$ cat config.mk
export PLATFORM = sky130hd
export DESIGN_NAME = serial_word_tx
export DESIGN_NICKNAME = d
export VERILOG_FILES = /design/src/rtl/serial_tx_pkg.sv /design/src/rtl/serial_bit_timer.sv /design/src/rtl/serial_word_tx.sv
export SDC_FILE = /design/constraint.sdc
export NUM_CORES = 1
export LEC_CHECK = 0
export ABC_AREA = 1
export ABC_CLOCK_PERIOD_IN_PS = 1090
export BUFFER_PORTS_ARGS = -buffer_cell sky130_fd_sc_hd__buf_4
export CAP_MARGIN = 10
export CORE_UTILIZATION = 46
export DETAILED_ROUTE_END_ITERATION = 8
export PLACE_DENSITY = 0.71
export REMOVE_ABC_BUFFERS = 1
export SETUP_SLACK_MARGIN = 0.4
export SLEW_MARGIN = 20
export SYNTH_ARGS = -nofsm -noshare
export SYNTH_HDL_FRONTEND = slang
export SYNTH_HIERARCHICAL = 1
export SYNTH_SLANG_ARGS = --single-unit
$ cat constraint.sdc
create_clock -name clk -period 1.09 [get_ports clk]
set_input_delay 0.1635 -clock clk [delete_from_list [all_inputs] [get_ports clk]]
set_output_delay 0.1635 -clock clk [all_outputs]
set_load 0.01 [all_outputs]
$ cat src/rtl/serial_tx_pkg.sv
// Shared types and defaults for the serial word transmitter.
package serial_tx_pkg;

    // Frame sequencer states: waiting for a word, or shifting one out.
    typedef enum logic {
        IDLE  = 1'b0,
        SHIFT = 1'b1
    } state_e;

    localparam int DEFAULT_N            = 8;
    localparam int DEFAULT_CLKS_PER_BIT = 4;

    // Counter width for a 0..range-1 count; never narrower than one bit.
    function automatic int cnt_width(input int range);
        return (range > 1) ? $clog2(range) : 1;
    endfunction

endpackage

$ cat src/rtl/serial_bit_timer.sv
// Bit-period timer: counts 0..CLKS_PER_BIT-1 while run is high and flags
// the last cycle of each period with tick. Held at zero while idle so a new
// frame always starts with a full-length first bit.
module serial_bit_timer
    import serial_tx_pkg::*;
#(
    parameter int CLKS_PER_BIT = DEFAULT_CLKS_PER_BIT
) (
    input  logic clk,
    input  logic reset,
    input  logic run,
    output logic tick
);

    localparam int            TW   = cnt_width(CLKS_PER_BIT);
    localparam logic [TW-1:0] LAST = TW'(CLKS_PER_BIT - 1);

    logic [TW-1:0] timer_q;
    logic [TW-1:0] timer_d;

    assign tick = run && (timer_q == LAST);

    // Advance within the period, wrap on tick, park at zero when not running.
    always_comb begin
        timer_d = timer_q;
        if (!run || tick) begin
            timer_d = '0;
        end else begin
            timer_d = timer_q + 1'b1;
        end
    end

    // Timer register.
    always_ff @(posedge clk or negedge reset) begin
        if (!reset) begin
            timer_q <= '0;
        end else begin
            timer_q <= timer_d;
        end
    end

endmodule

$ cat src/rtl/serial_word_tx.sv
// Parallel-to-serial word transmitter. Each accepted word is presented one
// bit at a time on data, each bit held for CLKS_PER_BIT cycles, with enable
// marking the last cycle of every bit as the capture point for a downstream
// flop. frame_done pulses in the idle cycle that follows the final bit, so a
// word held on the input is taken in that same cycle.
module serial_word_tx
    import serial_tx_pkg::*;
#(
    parameter int N            = DEFAULT_N,
    parameter int CLKS_PER_BIT = DEFAULT_CLKS_PER_BIT,
    parameter int MSB_FIRST    = 1
) (
    input  logic         clk,
    input  logic         reset,
    input  logic [N-1:0] in_data,
    input  logic         in_valid,
    output logic         in_ready,
    output logic         data,
    output logic         enable,
    output logic         busy,
    output logic         frame_done
);

    localparam int               CNT_W    = cnt_width(N);
    localparam logic [CNT_W-1:0] LAST_BIT = CNT_W'(N - 1);

    state_e             state_q;
    state_e             state_d;
    logic [N-1:0]       shreg_q;
    logic [N-1:0]       shreg_d;
    logic [CNT_W-1:0]   bit_cnt_q;
    logic [CNT_W-1:0]   bit_cnt_d;
    logic               done_q;
    logic               done_d;

    logic               shifting;
    logic               accept;
    logic               tick;
    logic               last_bit;
    logic               head_bit;

    assign shifting = (state_q == SHIFT);
    assign accept   = in_valid && (state_q == IDLE);
    assign last_bit = (bit_cnt_q == LAST_BIT);
    assign head_bit = (MSB_FIRST != 0) ? shreg_q[N-1] : shreg_q[0];

    serial_bit_timer #(
        .CLKS_PER_BIT (CLKS_PER_BIT)
    ) u_bit_timer (
        .clk   (clk),
        .reset (reset),
        .run   (shifting),
        .tick  (tick)
    );

    // State register.
    always_ff @(posedge clk or negedge reset) begin
        if (!reset) begin
            state_q <= IDLE;
        end else begin
            state_q <= state_d;
        end
    end

    // Next state: start on acceptance, return to idle after the last bit's period.
    always_comb begin
        state_d = state_q;
        case (state_q)
            IDLE:    if (in_valid)         state_d = SHIFT;
            SHIFT:   if (tick && last_bit) state_d = IDLE;
            default:                       state_d = IDLE;
        endcase
    end

    // Datapath next values: load on accept, shift and count on each bit strobe.
    always_comb begin
        shreg_d   = shreg_q;
        bit_cnt_d = bit_cnt_q;
        done_d    = shifting && tick && last_bit;
        if (accept) begin
            shreg_d   = in_data;
            bit_cnt_d = '0;
        end else if (shifting && tick) begin
            shreg_d   = (MSB_FIRST != 0) ? (shreg_q << 1) : (shreg_q >> 1);
            bit_cnt_d = last_bit ? '0 : bit_cnt_q + 1'b1;
        end
    end

    // Datapath registers; the word is copied in, so later in_data changes are invisible.
    always_ff @(posedge clk or negedge reset) begin
        if (!reset) begin
            shreg_q   <= '0;
            bit_cnt_q <= '0;
            done_q    <= 1'b0;
        end else begin
            shreg_q   <= shreg_d;
            bit_cnt_q <= bit_cnt_d;
            done_q    <= done_d;
        end
    end

    // Outputs decode from registered state only, so reset clears them at once.
    always_comb begin
        in_ready   = (state_q == IDLE);
        busy       = shifting;
        data       = shifting ? head_bit : 1'b0;
        enable     = tick;
        frame_done = done_q;
    end

endmodule

==> reports/metrics.csv, run 1 <==
stage;metric;value;unit
floorplan;Initial Utilization;0.504;
route;DR WL/cell;16.0;um
global_route;largest net degree at the start of global routing;16;
worst_setup_path;Data arrival, critical path;1190;ps
worst_setup_path;Worst Path Buf+Inv;3;
power_and_ir_drop;Sw Ratio;0.398;
worst_setup_path;Crit path max-delay family;flip-flops;
cells_and_area;Seq. cell area;377;um^2
floorplan;Cell Rows;14;
timing;max-slew headroom at the worst pin;0.863;
placed_design;Post-Place Setup Slack;-159;ps
worst_setup_path;worst r2r dst;shreg_q[5];
timing;RSZ-0062 raised after global routing;yes;
timing;final worst setup slack;-268;ps
route;vias post-DR;816;
cells_and_area;n_diodes;0;
worst_setup_path;R2R cell count;9;
floorplan;number of I/O pins;16;
route;1st-iter DRT viols;32;
cts;worst skew pair latency;290;ps
worst_setup_path;Crit Path Class;flip-flop to primary output;
global_route;vias in the first global route;773;
floorplan;Die Y;43.3;um
cells_and_area;fraction of layout cells with a size suffix above 1;0.469;
power_and_ir_drop;Comb power frac;0.514;
cts;htree depth;1;
worst_setup_path;CP max FO;2;
flow_run;max-cap violations;0;
worst_setup_path;CP Capture Point;enable;
cts;clock transition at the registers of the reported paths;90;ps
cells_and_area;non-filler instance count after layout;144;
worst_setup_path;R2R Setup Slk;-230;ps
placed_design;hpwl dp;1190;um
power_and_ir_drop;PwrDens;2140;mW/mm^2
cts;Root Driver;clkbuf_4;
worst_setup_path;WP depth;5;
cts;Max clock buf depth;2;
cells_and_area;Core Util, Final;0.769;
synth;gate count of the mapped netlist;95;
route;drt first pass iters;6;
run_status;violated checks;DRC, setup timing;
floorplan;DIE WIDTH;43.3;um
global_route;gr ovfl total;0;
route;antenna viol nets, final;0;
timing;Worst Max-Slew Pin Slew;205;ps
worst_setup_path;cells along the critical path;ha_4 -> nand2_2 -> inv_2 -> buf_6 -> buf_6;
power_and_ir_drop;Internal Power;1.54;mW
timing;Slew Limit Fails;0;
worst_setup_path;worst endpoint required time;930;ps
synth;distinct cell type count after synthesis;12;
global_route;GRT Util Overall;0.245;
worst_setup_path;Crit. Startpoint;u_bit_timer/timer_q[0];
power_and_ir_drop;leakage power;0.638;nW
timing;post-route minimum period;1360;ps
power_and_ir_drop;Clk pwr share;0.127;
cts;Sink Count;15;
synth;yosys synthesis warning count;6;
run_status;outcome;finished with violations;
worst_setup_path;r2r startpoint;u_bit_timer/timer_q[0];
cts;total CTS buffers;3;
cells_and_area;multi-input gate area in the final layout;420;um^2
placed_design;GPL Wtd Cong;0.727;
route;drt drc;2;
placed_design;dpl cells;129;
timing;final hold violations;0;
synth;mean cell area of the mapped netlist;8.27;um^2
worst_setup_path;Critical Path Max Stage Delay;420;ps
cells_and_area;highest-count cells in the layout ignoring fill and taps;nand2_1, buf_4, nand3_1, dfrtp_1, nand3_2;
power_and_ir_drop;Net Switching;1.02;mW
power_and_ir_drop;Sequential Power Share;0.359;
timing;Clock Skew;6.03;ps
cells_and_area;area grow syn2layout;52.5;%
timing;fin crit share;1.25;
floorplan;die area;0.00188;mm^2
synth;post-synthesis cell area;786;um^2
placed_design;I/O Buffers;15;
power_and_ir_drop;Worst VDD drop;0.00140;V
worst_setup_path;CP Capture Type;primary output;
worst_setup_path;Critical Path Start Type;flip-flop;
cells_and_area;final-stage net count;143;
timing;Fmax;736;MHz
synth;post-synthesis sequential area ratio;0.478;
min_path;Worst Hold Class;input pin to flip-flop;
floorplan;Placeable Area;0.00156;mm^2
cts;CTS tree;yes;
timing;TNS Setup;-2790;ps
route;WL final;2310;um
timing;endpoints failing setup;17;
route;vias per cell;5.67;
global_route;antenna violations before repair;0;
synth;synthesis-stage register bit count;15;
worst_setup_path;Worst path slowest cell;dfrtp_1;
global_route;first-pass GRT wire length;3330;um
worst_setup_path;CP dominant cell by count;buf_6;
cells_and_area;Fillers;104;
==> through the flow <==
stage | total power [mW] | hold WS [ps] | cell area [um^2]
detailed placement | 1.69 | 28.2 | 930
CTS | 2.22 | 113 | 1090
global placement | 1.64 | 27.2 | 930
floorplan | 1.35 | -132 | 737
global route | 2.69 | 151 | 1200
finish | 2.56 | 136 | 1200
==> final cells by class <==
class | count | area share
Clock buffer | 4 | 0.0219
Sequential cell | 15 | 0.314
Inverter | 14 | 0.0459
Multi-Input combinational cell | 62 | 0.351
Timing Repair Buffer | 33 | 0.251
Tap cell | 16 | 0.0167
==> synthesized netlist by cell type <==
library cell / instances / share of area
buf_4: 2 / 0.019
buf_6: 3 / 0.043
dfrtp_1: 15 / 0.48
ha_1: 3 / 0.048
inv_1: 13 / 0.062
inv_2: 1 / 0.0048
nand2_1: 23 / 0.11
nand2_2: 1 / 0.0080
nand2_4: 1 / 0.014
nand3_1: 25 / 0.16
nand3_2: 2 / 0.025
nor2_1: 6 / 0.029
==> tightest hold or removal path: cells and delay by family <==
| kind | cells | cell delay, ps |
|---|---|---|
| AND/OR/NAND/NOR | 2 | 150 |
| buffers and inverters | 1 | 80 |
==> logic make-up after synthesis <==
group / share of synthesized area
AND/OR/NAND/NOR: 0.346
flip-flops: 0.478
buffers and inverters: 0.129
adder cells (fa/ha/maj): 0.0478
==> layer usage <==
metal  vias to the layer above  share of wire  track usage  routed length (um)
li1                        364              -            -                   -
met1                       399           0.39        0.287                 909
met2                        41           0.52        0.433                1200
met3                        12          0.052       0.0375                 121
met4                         0          0.033        0.125                  76
met5                         -              0            0                   0
==> registers in the layout, indices dropped and copies added, names as in the netlist <==
register / count
bit_cnt_q: 3
busy: 1
frame_done: 1
shreg_q: 8
u_bit_timer/timer_q: 2
==> worst min path at each step <==
stage / slack (ps) / startpoint / cells after the start / end
floorplan: -130 / reset / 0 / bit_cnt_q[0]
global placement: 30 / reset / 1 / shreg_q[0]
detailed placement: 30 / reset / 1 / shreg_q[0]
CTS: 110 / in_data[0] / 3 / shreg_q[0]
global route: 150 / in_data[0] / 3 / shreg_q[0]
finish: 140 / in_data[0] / 3 / shreg_q[0]
==> what timing repair did <==
item / in CTS / in global routing
buffers inserted: 7 / 2
hold endpoints to repair: 15 / 0
resized for setup: 15 / 20
hold buffers: 1 / 0
gates cloned: 1 / 0
endpoints found under the setup margin: 20 / 20
pin swaps: 3 / 15
==> power by group through the flow <==
stage               logic, mW  registers [mW]  clock network (mW)
floorplan               0.492           0.854                   0
global placement        0.767           0.869                   0
detailed placement      0.809           0.884                   0
CTS                      1.03           0.874               0.322
global route             1.42           0.928               0.339
finish                   1.32           0.920               0.326
No activity file was read; power rests on OpenSTA's default activity.
==> run 2: changes to the inputs <==
--- a/config.mk
+++ b/config.mk
@@ -5,13 +5,13 @@
 export SDC_FILE = /design/constraint.sdc
 export NUM_CORES = 1
 export LEC_CHECK = 0
-export ABC_AREA = 1
-export ABC_CLOCK_PERIOD_IN_PS = 1090
+export ABC_AREA = 0
+export ABC_CLOCK_PERIOD_IN_PS = 1600
 export BUFFER_PORTS_ARGS = -buffer_cell sky130_fd_sc_hd__buf_4
 export CAP_MARGIN = 10
-export CORE_UTILIZATION = 46
+export CORE_UTILIZATION = 55
 export DETAILED_ROUTE_END_ITERATION = 8
-export PLACE_DENSITY = 0.71
+export PLACE_DENSITY = 0.8
 export REMOVE_ABC_BUFFERS = 1
 export SETUP_SLACK_MARGIN = 0.4
 export SLEW_MARGIN = 20
==> constraint.sdc (replaced) <==
create_clock -name clk -period 1.6 [get_ports clk]
set_input_delay 0.24 -clock clk [delete_from_list [all_inputs] [get_ports clk]]
set_output_delay 0.24 -clock clk [all_outputs]
set_load 0.01 [all_outputs]
==> run 2 against run 1 <==
Compared with the run above:
- the run now ends clean
- clock skew is 1.6 ps higher
- synthesized cell count is 25% lower
- sequential share of layout area is 3.0 points higher
- clock power is 33% lower
- via count is 22% lower
- cell count is 20% lower
- global-route usage is 1.2 points lower
- combinational power is 27% lower
- sequential power is 25% lower
- largest cell class unchanged
- largest power group unchanged
==> reports/metrics.csv, run 2 <==
stage;metric;value;unit;change
synth;Compound-Gate Fraction of Synth Area;0.139;;+0.139
synth;ranking of synthesized cells by area;dfrtp_1, mux2i_1, a211oi_1, and2b_1, ha_1;;
route;vias post-DR;636;;-22%
cells_and_area;area grow syn2layout;39.6;%;
global_route;largest net degree at the start of global routing;17;;+1
cells_and_area;Largest register FFs;8;;unchanged
route;drt drc;0;;-2
timing;fin crit share;0.866;;
cts;worst skew pair latency;290;ps;about the same
global_route;gr ovfl total;0;;unchanged
timing;final hold violations;0;;unchanged
cells_and_area;n_diodes;0;;unchanged
cells_and_area;final-stage net count;115;;-20%
timing;Worst Max-Slew Pin Slew;327;ps;+122 ps
timing;Slew Limit Fails;0;;unchanged
worst_setup_path;Critical Path Start Type;flip-flop;;
timing;post-route minimum period;1390;ps;
synth;gate count of the mapped netlist;71;;-25%
placed_design;GPL Wtd Cong;0.675;;-7.1%
synth;mean cell area of the mapped netlist;11.0;um^2;+33%
placed_design;I/O Buffers;15;;unchanged
power_and_ir_drop;PwrDens;1710;mW/mm^2;-20%
synth;Post-Synth Adder-Cell Area;0.0481;;+0.000306
worst_setup_path;worst endpoint required time;1360;ps;+430 ps
cts;total CTS buffers;3;;unchanged
cells_and_area;highest-count cells in the layout ignoring fill and taps;buf_4, dfrtp_1, mux2i_1, buf_6;;
floorplan;die area;0.00157;mm^2;-16%
route;1st-iter DRT viols;10;;-69%
floorplan;Die Y;39.7;um;-8.4%
global_route;vias in the first global route;550;;-29%
global_route;GRT Util Overall;0.233;;-0.0117
power_and_ir_drop;Clk pwr share;0.117;;-0.010
cells_and_area;most common cell after layout, fill and taps aside;buf_4;;
power_and_ir_drop;leakage power;0.513;nW;-20%
synth;synthesis-stage register bit count;15;;unchanged
route;drt first pass iters;3;;-3
timing;RSZ-0062 raised after global routing;yes;;
power_and_ir_drop;Internal Power;1.22;mW;-21%
synth;commonest cells in the netlist;dfrtp_1, mux2i_1, a211oi_1, a21oi_1, and2b_1;;
cells_and_area;fraction of layout cells with a size suffix above 1;0.400;;-0.0687
floorplan;Placeable Area;0.00132;mm^2;-15%
floorplan;Cell Rows;13;;-1
synth;most common cell in the netlist;dfrtp_1;;
synth;Synth Area in XOR/XNOR;0;;unchanged
synth;main combinational cell family by area after synthesis;simple AND/OR/NAND/NOR gates;;
worst_setup_path;CP Capture Type;primary output;;
synth;number of flops mapped to enable cells by yosys;0;;unchanged
global_route;first-pass GRT wire length;2350;um;-29%
run_status;outcome;finished clean;;
synth;distinct cell type count after synthesis;21;;+9
power_and_ir_drop;Comb power frac;0.513;;about the same
cts;Root Driver;clkbuf_4;;
worst_setup_path;Data arrival, critical path;1150;ps;-40 ps
global_route;antenna violations before repair;0;;unchanged
route;WL final;1660;um;-28%
cts;clock transition at the registers of the reported paths;100;ps;about the same
placed_design;placed inst area;900;um^2;-3.2%
cts;Max clock buf depth;2;;unchanged
synth;yosys synthesis warning count;6;;unchanged
worst_setup_path;cells along the critical path;ha_4 -> and2_4 -> buf_6;;
cells_and_area;design area;0.00109;mm^2;-9.1%
floorplan;DIE WIDTH;39.7;um;-8.4%
worst_setup_path;Worst path slowest cell;dfrtp_1;;
power_and_ir_drop;Sw Ratio;0.345;;-0.0536
timing;Clock Skew;7.59;ps;+1.55 ps
worst_setup_path;Critical Path Max Stage Delay;430;ps;about the same
floorplan;Initial Utilization;0.593;;+0.0886
floorplan;number of I/O pins;16;;unchanged
worst_setup_path;CP max FO;2;;unchanged
synth;post-synthesis sequential area ratio;0.481;;+0.00306
route;vias per cell;5.53;;-2.4%
cells_and_area;Top reg by flops;shreg_q;;
timing;TNS Setup;0;ps;+2790 ps
cells_and_area;Largest regs;shreg_q (8), bit_cnt_q (3), u_bit_timer/timer_q (2);;
route;DR WL/cell;14.4;um;-10%
cells_and_area;Fillers;79;;-24%
cts;htree depth;1;;unchanged
power_and_ir_drop;Net Switching;0.644;mW;-37%
min_path;Worst Hold Class;input pin to flip-flop;;
route;antenna viol nets, final;0;;unchanged
power_and_ir_drop;Sequential Power Share;0.369;;+0.010
synth;post-synthesis cell area;781;um^2;-0.64%
timing;Fmax;722;MHz;
timing;endpoints failing setup;0;;-17
synth;Synth area leader;dfrtp_1;;
placed_design;hpwl dp;1040;um;-13%
worst_setup_path;Crit Path Class;flip-flop to primary output;;
synth;Simple-Gate Fraction of Synth Area;0.151;;-0.195
cts;Sink Count;15;;unchanged
synth;main flop type after synthesis;dfrtp_1;;
cts;CTS tree;yes;;
synth;area fraction of the dominant cell type after synthesis;0.481;;+0.00306
synth;asr flop ratio synth;1.00;;unchanged
synth;mux cell area share after synthesis;0.141;;+0.141
flow_run;max-cap violations;0;;unchanged
timing;max-slew headroom at the worst pin;0.781;;-0.0824
power_and_ir_drop;Worst VDD drop;0.000997;V;-29%
==> run 2: cell types whose count changed after synthesis, moves of 5 or more <==
cell,delta
a211oi_1,+7
a21oi_1,+7
and2b_1,+5
inv_1,-12
mux2i_1,+11
nand2_1,-19
nand3_1,-25
==> run 2: logic make-up after synthesis <==
group | count (synthesis)
mux | 11
compound gates | 18
buf+inv | 5
fa+ha+maj | 3
simple gates | 19
flops | 15
==> run 2: final timing paths <==
check                                            start      endpoint  slack [ps]  depth (start not counted)
worst max-delay path            u_bit_timer/timer_q[0]        enable         210                          3
worst min-delay path                        in_data[7]    shreg_q[7]         220                          3
worst max register to register  u_bit_timer/timer_q[0]    shreg_q[3]         270                          6
worst min register to register            bit_cnt_q[1]  bit_cnt_q[1]         530                          2
max in group asynchronous                        reset    shreg_q[7]        1080                          2
min in group asynchronous                        reset  bit_cnt_q[0]         340                          2
==> run 2: worst max-delay path: cells and delay by family (launching register included) <==
| kind | cells | cell delay (ps) |
|---|---|---|
| adders and majority gates | 1 | 180 |
| and+or+nand+nor | 1 | 140 |
| DFF | 1 | 430 |
| buffers and inverters | 1 | 110 |
==> run 2: through the flow <==
stage | power, mW | util | worst slack [ps] | hold WS (ps) | instances
floorplan | 1.13 | - | 60.0 | -55.6 | 67
global placement | 1.31 | 0.683 | 260 | 104 | 99
detailed placement | 1.35 | 0.683 | 193 | 107 | 99
global route | 2.00 | 0.827 | 181 | 232 | 115
CTS | 1.84 | 0.814 | 197 | 218 | 114
finish | 1.87 | 0.827 | 215 | 223 | 115
==> run 2: metal layers <==
metal	vias up	share of wire	GRT usage
met4	0	0.014	0.129
met2	15	0.48	0.365
met3	4	0.033	0.0398
li1	311	-	-
met1	306	0.47	0.302
met5	-	0	0
==> run 2: layout make-up <==
| cell class | count | area, um^2 | area share |
|---|---|---|---|
| clock inverters | 1 | 5.00 | 0.00459 |
| well taps | 15 | 18.8 | 0.0172 |
| multi-input cells | 51 | 404 | 0.371 |
| inverters | 1 | 6.26 | 0.00574 |
| repair buffers | 29 | 258 | 0.237 |
| flip-flops and latches | 15 | 375 | 0.344 |
| clock buffers | 3 | 22.5 | 0.0207 |
==> run 2: power groups by stage <==
stage / registers [mW] / logic (mW) / clock network, mW
floorplan: 0.664 / 0.467 / 0
global route: 0.710 / 1.05 / 0.239
global placement: 0.674 / 0.633 / 0
detailed placement: 0.684 / 0.668 / 0
finish: 0.690 / 0.959 / 0.219
CTS: 0.689 / 0.924 / 0.227
==> run 2: timing repair <==
item	in CTS	in global routing
buffers inserted	10	1
pin swaps	9	5
setup endpoints to repair	17	17
hold buffers	1	0
gates resized for setup	19	3
hold endpoints to repair	15	0
==> run 3: changes to the inputs <==
--- a/config.mk
+++ b/config.mk
@@ -7,7 +7,7 @@
 export LEC_CHECK = 0
 export ABC_AREA = 0
 export ABC_CLOCK_PERIOD_IN_PS = 1600
-export BUFFER_PORTS_ARGS = -buffer_cell sky130_fd_sc_hd__buf_4
+export BUFFER_PORTS_ARGS = -buffer_cell sky130_fd_sc_hd__clkbuf_2
 export CAP_MARGIN = 10
 export CORE_UTILIZATION = 55
 export DETAILED_ROUTE_END_ITERATION = 8
==> run 3 against run 2 <==
Compared with the run above:
- cell area decreased by 3.6%
- power decreased by 3.3%
- combinational power decreased by 5.9%
- clock-buffer cell count increased by 1
- clock skew decreased by 2.8 ps
- cell count decreased by 1.7%
- via count decreased by 2.5%
- die area unchanged
- clock power increased by 2%
- largest cell class unchanged
- largest power group unchanged
==> reports/metrics.csv, run 3 (synthesized netlist as in run 2, its figures left out) <==
stage;metric;value;unit;change
run_status;outcome;finished clean;;
worst_setup_path;r2r startpoint;u_bit_timer/timer_q[0];;
global_route;Top Usage Layer GRT;met2;;
floorplan;DIE WIDTH;39.7;um;unchanged
global_route;gr ovfl total;0;;unchanged
timing;Worst Max-Slew Pin Slew;367;ps;+40.2 ps
timing;final hold violations;0;;unchanged
cts;total CTS buffers;3;;unchanged
power_and_ir_drop;overall power;1.81;mW;-3.3%
cells_and_area;Largest register FFs;8;;unchanged
cts;worst skew pair latency;290;ps;about the same
min_path;Hold Crit Endpoint;shreg_q[5];;
cells_and_area;n_diodes;0;;unchanged
timing;Clock Skew;4.83;ps;-2.76 ps
power_and_ir_drop;Worst VDD drop;0.00107;V;+7.1%
global_route;GRT Util Overall;0.262;;+0.0285
worst_setup_path;worst r2r dst;bit_cnt_q[2];;
cts;Sink Count;15;;unchanged
worst_setup_path;Data arrival, critical path;1140;ps;about the same
worst_setup_path;Critical Path Start Type;flip-flop;;
cells_and_area;fraction of layout cells with a size suffix above 1;0.367;;-0.0327
worst_setup_path;CP dominant cell by count;buf_6;;
global_route;antenna violations before repair;0;;unchanged
timing;max-slew headroom at the worst pin;0.755;;-0.0260
cells_and_area;Core Util, Final;0.798;;-0.0294
floorplan;die area;0.00157;mm^2;unchanged
route;drt drc;0;;unchanged
route;vias post-DR;620;;-2.5%
cts;clock transition at the registers of the reported paths;100;ps;about the same
floorplan;number of I/O pins;16;;unchanged
route;WL final;1670;um;+0.85%
cts;CTS tree;yes;;
global_route;met3 usage;0.0682;;+0.0284
route;vias per cell;5.49;;-0.79%
cells_and_area;most common cell after layout, fill and taps aside;dfrtp_1;;
cells_and_area;final-stage net count;113;;-1.7%
timing;TNS Setup;0;ps;unchanged
flow_run;max-cap violations;0;;unchanged
power_and_ir_drop;leakage power;0.507;nW;-1.1%
timing;post-route minimum period;1380;ps;-3.60 ps
worst_setup_path;R2R Setup Slk;270;ps;about the same
global_route;met1 Resource Use GR;0.289;;-0.0125
cts;htree depth;1;;unchanged
route;antenna viol nets, final;0;;unchanged
floorplan;Initial Utilization;0.593;;unchanged
cts;Root Driver;clkbuf_4;;
worst_setup_path;Critical Path Max Stage Delay;430;ps;about the same
timing;RSZ-0062 raised after global routing;yes;;
cells_and_area;highest-count cells in the layout ignoring fill and taps;dfrtp_1, mux2i_1, clkbuf_2;;
timing;Slew Limit Fails;0;;unchanged
route;1st-iter DRT viols;5;;-5
worst_setup_path;R2R cell count;5;;-1
global_route;vias in the first global route;640;;+16%
min_path;worst hold path depth;3;;unchanged
cells_and_area;Top reg by flops;shreg_q;;
min_path;Worst Hold Class;input pin to flip-flop;;
timing;fin crit share;0.864;;-0.00225
cells_and_area;Fillers;87;;+10%
worst_setup_path;Worst path slowest cell;dfrtp_1;;
global_route;largest net degree at the start of global routing;17;;unchanged
placed_design;GPL Wtd Cong;0.686;;+1.6%
floorplan;Die Y;39.7;um;unchanged
global_route;first-pass GRT wire length;2660;um;+13%
worst_setup_path;CP Capture Type;primary output;;
min_path;hold path startpoint;in_data[5];;
cells_and_area;Largest regs;shreg_q (8), bit_cnt_q (3), u_bit_timer/timer_q (2);;
placed_design;hpwl dp;921;um;-12%
worst_setup_path;worst endpoint required time;1360;ps;about the same
route;DR WL/cell;14.8;um;+2.6%
placed_design;I/O Buffers;15;;unchanged
global_route;GR Util met2;0.467;;+0.102
worst_setup_path;CP max FO;3;;+1
cells_and_area;area grow syn2layout;34.6;%;
timing;endpoints failing setup;0;;unchanged
timing;Fmax;724;MHz;+0.26%
floorplan;Placeable Area;0.00132;mm^2;unchanged
route;drt first pass iters;2;;-1
floorplan;Cell Rows;13;;unchanged
power_and_ir_drop;PwrDens;1720;mW/mm^2;+0.27%
worst_setup_path;Crit Path Class;flip-flop to primary output;;
worst_setup_path;cells along the critical path;buf_6 -> and2_4 -> buf_6;;
cts;Max clock buf depth;2;;unchanged
## run 3: what timing repair did
item / CTS / global route
pin swaps: 2 / 1
gates cloned: 1 / 0
setup endpoints to repair: 16 / 16
buffers inserted: 7 / 2
gates resized for setup: 7 / 13
hold buffers: 1 / 0
hold endpoints to repair: 15 / 0
## run 3: routing by layer
metal	vias up	part of all wire
met5	-	0
met4	0	0.013
met3	5	0.029
met2	14	0.51
met1	290	0.45
li1	311	-
## run 3: report_power, final
| group | internal, mW | switching [mW] |
|---|---|---|
| Sequential | 0.553 | 0.126 |
| Combinational | 0.530 | 0.372 |
| Clock | 0.0968 | 0.128 |
| Total | 1.18 | 0.626 |
## run 3: cell type report
type,instances,area (um^2),share of cell area
repair buffers,27,236,0.225
flip-flops and latches,15,375,0.357
well taps,15,18.8,0.0179
clock buffers,4,26.3,0.0250
multi-input cells,51,388,0.369
inverters,1,6.26,0.00595
## run 3: worst max-delay path, delay by kind of cell (launching register included)
family / cells / cell delay [ps]
buffers and inverters: 2 / 260
flip-flops: 1 / 430
AND/OR/NAND/NOR: 1 / 170
## run 3: how the worst max path moves through the flow
stage,startpoint,endpoint,slack (ps),cells past startpoint
5_1_grt,busy,enable,180,3
6_report,busy,enable,220,3
3_5_place_dp,u_bit_timer/timer_q[0],bit_cnt_q[1],220,4
3_3_place_gp,u_bit_timer/timer_q[0],bit_cnt_q[1],270,4
2_1_floorplan,busy,shreg_q[1],60,3
4_1_cts,u_bit_timer/timer_q[0],enable,220,3
## run 3: through the flow
stage	instances	cell area [um^2]	worst slack, ps	hold slack, ps
after global placement	98	855	266	169
after global routing	113	1050	182	227
after CTS	111	992	222	229
after floorplan	67	753	60.0	-55.6
final	113	1050	218	223
after detailed placement	98	855	223	172
